$ cat src/rtl/pipeline_hazard_ctrl.sv
// pipeline_hazard_ctrl: stall/flush sequencing of the F/D/E pipeline registers for
// taken branches, load-use hazards and the decode-stage HALT instruction.
module pipeline_hazard_ctrl #(
  parameter int BRANCH_PENALTY = 2,
  parameter int MEM_LAT        = 2,
  parameter int REG_ADDR_W     = 4
) (
  input  logic                  clk,
  input  logic                  reset,
  input  logic                  pcSrcE,
  input  logic                  memReadE,
  input  logic [REG_ADDR_W-1:0] rdE,
  input  logic [REG_ADDR_W-1:0] rs1D,
  input  logic [REG_ADDR_W-1:0] rs2D,
  input  logic                  useRs1D,
  input  logic                  useRs2D,
  input  logic                  haltD,
  input  logic                  resume,
  output logic                  stallF,
  output logic                  stallD,
  output logic                  flushD,
  output logic                  flushE,
  output logic                  halted
);
  localparam int MAXL = (BRANCH_PENALTY > MEM_LAT) ? BRANCH_PENALTY : MEM_LAT;
  localparam int CW   = $clog2(MAXL) + 1;
  typedef enum logic [1:0] {RUN, FLUSH, LDSTALL, HALT} state_t;
  state_t        state_q, state_d;
  logic [CW-1:0] cnt_q, cnt_d;
  logic          hazard;
  assign hazard = memReadE & (rdE != '0) &
                  ((useRs1D & (rs1D == rdE)) | (useRs2D & (rs2D == rdE)));
  always_ff @(posedge clk or negedge reset) begin
    if (!reset) begin
      state_q <= RUN;
      cnt_q   <= '0;
    end else begin
      state_q <= state_d;
      cnt_q   <= cnt_d;
    end
  end
  always_comb begin
    state_d = state_q;
    cnt_d   = cnt_q;
    stallF  = 1'b0;
    stallD  = 1'b0;
    flushD  = 1'b0;
    flushE  = 1'b0;
    halted  = 1'b0;
    case (state_q)
      RUN: begin
        if (pcSrcE) begin
          flushD = 1'b1;
          flushE = 1'b1;
          if (BRANCH_PENALTY > 1) begin
            state_d = FLUSH;
            cnt_d   = CW'(BRANCH_PENALTY - 1);
          end
        end else if (hazard) begin
          stallF = 1'b1;
          stallD = 1'b1;
          flushE = 1'b1;
          if (MEM_LAT > 1) begin
            state_d = LDSTALL;
            cnt_d   = CW'(MEM_LAT - 1);
          end
        end else if (haltD) begin
          stallF  = 1'b1;
          stallD  = 1'b1;
          flushE  = 1'b1;
          state_d = HALT;
        end
      end
      FLUSH: begin
        flushD  = 1'b1;
        flushE  = 1'b1;
        cnt_d   = cnt_q - CW'(1);
        state_d = (cnt_q == CW'(1)) ? RUN : FLUSH;
      end
      LDSTALL: begin
        stallF  = 1'b1;
        stallD  = 1'b1;
        flushE  = 1'b1;
        cnt_d   = cnt_q - CW'(1);
        state_d = (cnt_q == CW'(1)) ? RUN : LDSTALL;
      end
      default: begin
        stallF  = 1'b1;
        stallD  = 1'b1;
        flushE  = 1'b1;
        halted  = 1'b1;
        state_d = resume ? RUN : HALT;
      end
    endcase
  end
endmodule
$ cat config.mk
export PLATFORM = sky130hd
export DESIGN_NAME = pipeline_hazard_ctrl
export DESIGN_NICKNAME = d
export VERILOG_FILES = /design/src/rtl/pipeline_hazard_ctrl.sv
export SDC_FILE = /design/constraint.sdc
export NUM_CORES = 1
export LEC_CHECK = 0
export ABC_CLOCK_PERIOD_IN_PS = 3600
export CAP_MARGIN = 20
export CORE_MARGIN = 2
export CORE_UTILIZATION = 39
export DETAILED_ROUTE_END_ITERATION = 12
export PLACE_DENSITY = 0.77
export SLEW_MARGIN = 30
export SYNTH_ARGS = -nofsm -noshare
export SYNTH_HDL_FRONTEND = slang
export SYNTH_SLANG_ARGS = --single-unit
$ cat constraint.sdc
create_clock -name clk -period 3.6 [get_ports clk]
set_input_delay 1.08 -clock clk [delete_from_list [all_inputs] [get_ports clk]]
set_output_delay 1.08 -clock clk [all_outputs]
set_load 0.005 [all_outputs]
==> impl_metrics.env, run 1 <==
export IMPL_yosysTopAreaCell="dfrtp_1"
export IMPL_dieArea_um2=1640
export IMPL_vias=560
export IMPL_crit_fanout=3
export IMPL_syn_area_um2=518
export IMPL_cts_inserted_buffers=3
export IMPL_synth_area_leaders="dfrtp_1, ha_1, xor2_1"
export IMPL_ios=25
export IMPL_grt_max_degree=9
export IMPL_grt_antenna_before_repair=0
export IMPL_crit_path_end_kind="output port"
export IMPL_synthToLayoutAreaGrowth_pct=65.2
export IMPL_ys_types=30
export IMPL_fin_nets=118
export IMPL_synthArstFlopShare=1.00
export IMPL_clk_path_buf_depth=2
export IMPL_ys_seq_area_frac=0.193
export IMPL_post_dp_cell_area_um2=841
export IMPL_die_h_um=40.4
export IMPL_insertion_delay_ns=0.24
export IMPL_worstPathArrival_ns=2.40
export IMPL_worstMarginPinSlew_ns=0.400
export IMPL_multiInputGateArea_um2=395
export IMPL_grt_pass1_vias=535
export IMPL_synth_top_area_share=0.193
export IMPL_hold_viol=0
export IMPL_ir_worst_vdd_mv=0.219
export IMPL_tns_ns=0
export IMPL_core_area_um2=1270
export IMPL_cp_required_ns=2.52
export IMPL_finalSetupViolations=0
export IMPL_syn_area_per_cell_um2=9.25
export IMPL_period_minus_slack_ns=3.48
export IMPL_critPathSlowestCell="o41a_1"
export IMPL_finalPower_mw=0.471
export IMPL_numPlacedInstances=103
export IMPL_cp_num_buf_inv=3
export IMPL_cts_root_buffer="clkbuf_4"
export IMPL_synth_commonest_cells="inv_1, xor2_1, ha_1, dfrtp_1, nand2_1"
export IMPL_worstPathCellList="dlygate4sd2_1, o41a_1, buf_4, nand3_2, nor4_2, nor3_2, o22ai_2, buf_2"
export IMPL_cp_top_family="buffers and inverters"
export IMPL_r2r_cells=6
export IMPL_startpoint_type="primary input"
export IMPL_cts_htree_levels=1
export IMPL_critPathKind="primary input to output port"
export IMPL_grtUsageTotal=0.179
export IMPL_finalInstanceArea_um2=856
export IMPL_cts_sinks=4
export IMPL_status="finished, final reports clean"
export IMPL_relSlewSlack=0.730
export IMPL_finalWirelength_um=1290
export IMPL_place_hpwl_um=1090
export IMPL_synth_seq_cells=4
export IMPL_synthCells=56
export IMPL_whs_path_depth=2
export IMPL_avgRoutedWirePerCell_um=12.2
export IMPL_clkTransAtPathRegs_ns=0.04
export IMPL_synth_nets=81
export IMPL_leakagePower_nw=0.375
export IMPL_hp_class="register to register"
export IMPL_whs_ns=0.591
export IMPL_place_gp_congestion=0.714
export IMPL_row_count=13
export IMPL_firstDrtPassIters=3
export IMPL_grt_pass1_wl_um=2020
export IMPL_min_period_over_period=0.968
export IMPL_start_util=0.408
export IMPL_p_per_area_nw_per_um2=550
export IMPL_overflow=0
export IMPL_port_buffers=24
export IMPL_cts_tree="yes"
export IMPL_max_cap_viol_count=0
export IMPL_drive_gt1_frac=0.297
export IMPL_path_depth=8
export IMPL_fmaxAchievable_mhz=287
export IMPL_die_width_um=40.4
export IMPL_synth_edf_count=0
export IMPL_finClkSkew_ns=0.00185
export IMPL_n_fill_cell=119
export IMPL_slowest_delay_ns=0.39
export IMPL_final_cells=106
export IMPL_drc=0
export IMPL_drt_iter0_drc=3
export IMPL_regArea_um2=100
export IMPL_grt_setup_unrepaired="no"
export IMPL_antenna_left=0
export IMPL_diodes=0
export IMPL_ys_flop_type="dfrtp_1"
export IMPL_yosysWarnings=0
export IMPL_vias_per_cell=5.28
export IMPL_slew_violations=0
## logic make-up (layout without fill, tap and decap cells)
| group | count (synthesis) | after routing | synth area share |
|---|---|---|---|
| compound gates | 15 | 15 | 0.271 |
| simple gates | 15 | 15 | 0.196 |
| xor+xnor | 8 | 8 | 0.135 |
| buf+inv | 8 | 43 | 0.0652 |
| fa+ha+maj | 5 | 5 | 0.121 |
| flops | 4 | 4 | 0.193 |
| mux | 1 | 1 | 0.0193 |
## layer usage
metal | share of wire | GRT usage | vias to the layer above | wire, µm
met3 | 0.072 | 0.0111 | 0 | 93
met4 | 0 | 0.0750 | 0 | 0
met5 | 0 | 0 | - | 0
met1 | 0.39 | 0.189 | 258 | 506
li1 | - | - | 281 | -
met2 | 0.54 | 0.353 | 21 | 694
## report_power, final
part,total [mW],internal (mW),switching [mW]
clock,0.0564,0.0373,0.0191
sequential,0.0910,0.0694,0.0216
combinational,0.323,0.173,0.150
total,0.471,0.280,0.191
## placed cells by master (no fill, tap or decap), types with 2 or more instances in the layout
master and count:
a21o_1 2, buf_2 3, buf_4 10, clkbuf_4 3, clkdlybuf4s50_1 15, dfrtp_1 4, dlygate4sd2_1 4, ha_1 5
inv_1 6, nand2_1 3, nand3_1 2, nor4_2 2, o311ai_0 2, o31a_2 2, xnor2_1 2, xor2_1 6
## timing repair
| item | CTS | global route |
|---|---|---|
| hold buffers | 0 | 0 |
| gates resized for setup | 23 | 0 |
| setup endpoints to repair | 3 | 3 |
| pin swaps | 6 | 1 |
| gates cloned | 0 | 0 |
| buffers inserted | 1 | 0 |
## state kept, by name, indices dropped and copies added, names as in the netlist
name / cells
state_q: 2
cnt_q: 2
## path summary, 6_finish.rpt
path                              endpoint       start  slack, ns
min in group asynchronous       state_q[1]       reset       1.04
worst max-delay path                stallD      rdE[0]       0.12
worst min-delay path              cnt_q[0]    cnt_q[0]       0.59
worst max register to register  state_q[0]  state_q[1]       1.79
max in group asynchronous         cnt_q[0]       reset       2.39
worst min register to register    cnt_q[0]    cnt_q[0]       0.59
## worst register-to-register path, stage by stage (launching register included)
cell	delay (ns)
dfrtp_1	0.40
inv_1	0.13
ha_1	0.35
nand2b_1	0.15
buf_4	0.18
o41ai_1	0.33
o32ai_2	0.13
## final cells by class
class,count,area share
clock buffer,3,0.0263
tap,15,0.0219
timing repair buffer,34,0.346
sequential,4,0.117
multi-input combinational,44,0.462
inverter,6,0.0263
## through the flow
stage | setup slack (ns) | utilization
final | 0.116 | 0.675
after global placement | -0.494 | 0.663
after floorplan | 0.269 | -
after global routing | 0.0348 | 0.675
after detailed placement | -0.505 | 0.663
after CTS | 0.0534 | 0.675
Note: power is estimated with default switching activity, not from simulation.
==> run 2, diff against run 1 <==
--- a/config.mk
+++ b/config.mk
@@ -10,8 +10,8 @@
 export CORE_MARGIN = 2
 export CORE_UTILIZATION = 39
 export DETAILED_ROUTE_END_ITERATION = 12
-export PLACE_DENSITY = 0.77
-export SLEW_MARGIN = 30
+export PLACE_DENSITY_LB_ADDON = 0.08
+export SLEW_MARGIN = 20
 export SYNTH_ARGS = -nofsm -noshare
 export SYNTH_HDL_FRONTEND = slang
 export SYNTH_SLANG_ARGS = --single-unit
==> impl_metrics.env, run 2 (synthesized netlist as in run 1, its figures left out) <==
export IMPL_status="finished, final reports clean"
export IMPL_tns_ns=0
export IMPL_clk_path_buf_depth=2
export IMPL_cts_sinks=4
export IMPL_min_period_over_period=0.976
export IMPL_finalPower_mw=0.488
export IMPL_cts_htree_levels=1
export IMPL_p_switching_mw=0.200
export IMPL_grt_setup_unrepaired="no"
export IMPL_diodes=0
export IMPL_cts_inserted_buffers=3
export IMPL_regArea_um2=100
export IMPL_grt_pass1_wl_um=2090
export IMPL_ios=25
export IMPL_finalInstanceArea_um2=910
export IMPL_row_count=13
export IMPL_fin_nets=115
export IMPL_dieArea_um2=1640
export IMPL_place_hpwl_um=1110
export IMPL_worstPathCellList="clkdlybuf4s15_1, o41a_1, nand3_2, nor4_4, nor3_2, buf_4, o22ai_4, buf_2"
export IMPL_period_minus_slack_ns=3.51
export IMPL_relSlewSlack=0.718
export IMPL_critPathKind="primary input to output port"
export IMPL_rr_startpoint="state_q[0]"
export IMPL_finClkSkew_ns=0.000454
export IMPL_switching_share=0.411
export IMPL_finalSetupViolations=0
export IMPL_place_gp_congestion=0.692
export IMPL_die_h_um=40.4
export IMPL_vias=553
export IMPL_numPlacedInstances=99
export IMPL_p_seq_frac=0.185
export IMPL_insertion_delay_ns=0.23
export IMPL_r2r_end="state_q[0]"
export IMPL_clockPowerShare=0.110
export IMPL_crit_path_end_kind="output port"
export IMPL_grt_pass1_vias=523
export IMPL_hp_class="register to register"
export IMPL_start_util=0.408
export IMPL_endpoint="stallD"
export IMPL_overflow=0
export IMPL_cp_top_family="compound AO/OA/AOI/OAI gates"
export IMPL_firstDrtPassIters=4
export IMPL_ir_worst_vdd_mv=0.215
export IMPL_reg_largest_list="cnt_q (2), state_q (2)"
export IMPL_grtUsageTotal=0.186
export IMPL_n_fill_cell=105
export IMPL_cp_num_buf_inv=3
export IMPL_hold_viol=0
export IMPL_synthToLayoutAreaGrowth_pct=75.6
export IMPL_post_dp_cell_area_um2=811
export IMPL_final_common_cell="clkdlybuf4s50_1"
export IMPL_grt_max_degree=9
export IMPL_multiInputGateArea_um2=463
export IMPL_final_cells=103
export IMPL_vias_per_cell=5.37
export IMPL_core_area_um2=1270
export IMPL_worstMarginPinSlew_ns=0.418
export IMPL_crit_path_start="rdE[2]"
export IMPL_cts_tree="yes"
export IMPL_finalWirelength_um=1370
export IMPL_hold_buffers=0
export IMPL_startpoint_type="primary input"
export IMPL_reg2reg_setup_slack_ns=1.77
export IMPL_cts_root_buffer="clkbuf_4"
export IMPL_clkTransAtPathRegs_ns=0.04
export IMPL_worstPathArrival_ns=2.43
export IMPL_die_width_um=40.4
export IMPL_r2r_cells=6
export IMPL_crit_fanout=3
export IMPL_p_per_area_nw_per_um2=536
export IMPL_critPathSlowestCell="o41a_1"
export IMPL_drc=0
export IMPL_path_depth=8
export IMPL_max_cap_viol_count=0
export IMPL_slew_violations=0
export IMPL_cp_required_ns=2.52
export IMPL_slowest_delay_ns=0.46
export IMPL_p_comb_frac=0.705
export IMPL_drt_iter0_drc=4
export IMPL_port_buffers=24
export IMPL_avgRoutedWirePerCell_um=13.3
export IMPL_fmaxAchievable_mhz=285
export IMPL_leakagePower_nw=0.424
export IMPL_drive_gt1_frac=0.341
export IMPL_p_int_mw=0.287
export IMPL_mostFrequentLayoutCells="clkdlybuf4s50_1, buf_4, inv_1"
export IMPL_grt_antenna_before_repair=0
export IMPL_antenna_left=0
[run 2: cell types whose count changed in the layout (fill, tap and decap cells not counted), moves of 2 or more]
cell | before | now
dlymetal6s2s_1 | 0 | 5
clkdlybuf4s50_1 | 15 | 11
buf_4 | 10 | 7
xor2_1 | 6 | 3
xor2_2 | 0 | 3
clkbuf_2 | 0 | 2
dlygate4sd2_1 | 4 | 2
nor4_2 | 2 | 0
nor4_4 | 0 | 2
xnor2_1 | 2 | 0
xnor2_2 | 0 | 2
[run 2: metal layers]
metal | GRT usage | up-vias | wire length [µm]
met5 | 0 | - | 0
met4 | 0.0250 | 0 | 0
met3 | 0.0167 | 0 | 60
met2 | 0.361 | 15 | 730
met1 | 0.218 | 260 | 579
li1 | - | 278 | -
[run 2: area by class of cell]
type | instances | share of cell area
multi-input combinational | 44 | 0.509
clock buffer | 3 | 0.0248
inverter | 6 | 0.0248
sequential | 4 | 0.110
tap | 15 | 0.0206
timing repair buffer | 31 | 0.311
[run 2: how the worst min path moves through the flow]
stage	endpoint	cells after the start	from	slack [ns]
after global routing	cnt_q[1]	2	cnt_q[1]	0.66
after CTS	cnt_q[1]	2	cnt_q[1]	0.62
after global placement	cnt_q[0]	2	cnt_q[0]	0.60
after detailed placement	cnt_q[0]	2	cnt_q[0]	0.61
final	cnt_q[0]	2	cnt_q[0]	0.61
after floorplan	cnt_q[0]	2	cnt_q[0]	0.54
[run 2: metrics by stage]
step	utilization	setup slack (ns)	hold slack, ns
6_report	0.717	0.0859	0.612
5_1_grt	0.717	0.0271	0.665
4_1_cts	0.666	0.0102	0.624
3_5_place_dp	0.639	-0.459	0.608
3_3_place_gp	0.639	-0.437	0.596
2_1_floorplan	-	0.269	0.536
[run 2: timing repair]
item	4_1_cts	5_1_grt
pin swaps	7	7
endpoints found under the setup margin	3	3
resized for setup	19	17
setup buffers	1	1
[run 2: worst reg2reg max path: cells and delay by family, from the launching register on]
family,cells,cell delay [ns]
buf+inv,2,0.32
compound gates,2,0.44
flops,1,0.39
simple gates,1,0.18
fa+ha+maj,1,0.38
[run 2: power groups by stage]
| stage | clock, mW | combinational (mW) | sequential (mW) |
|---|---|---|---|
| 2_1_floorplan | 0 | 0.219 | 0.0853 |
| 3_3_place_gp | 0 | 0.333 | 0.0903 |
| 3_5_place_dp | 0 | 0.333 | 0.0916 |
| 4_1_cts | 0.0543 | 0.327 | 0.0910 |
| 5_1_grt | 0.0593 | 0.384 | 0.0942 |
| 6_report | 0.0538 | 0.344 | 0.0900 |
==> run 3, diff against run 2 <==
--- a/config.mk
+++ b/config.mk
@@ -11,7 +11,7 @@
 export CORE_UTILIZATION = 39
 export DETAILED_ROUTE_END_ITERATION = 12
 export PLACE_DENSITY_LB_ADDON = 0.08
-export SLEW_MARGIN = 20
+export SLEW_MARGIN = 15
 export SYNTH_ARGS = -nofsm -noshare
 export SYNTH_HDL_FRONTEND = slang
 export SYNTH_SLANG_ARGS = --single-unit
==> results of run 3 <==
The final DEF is identical to that of run 2; final timing and power are the same.
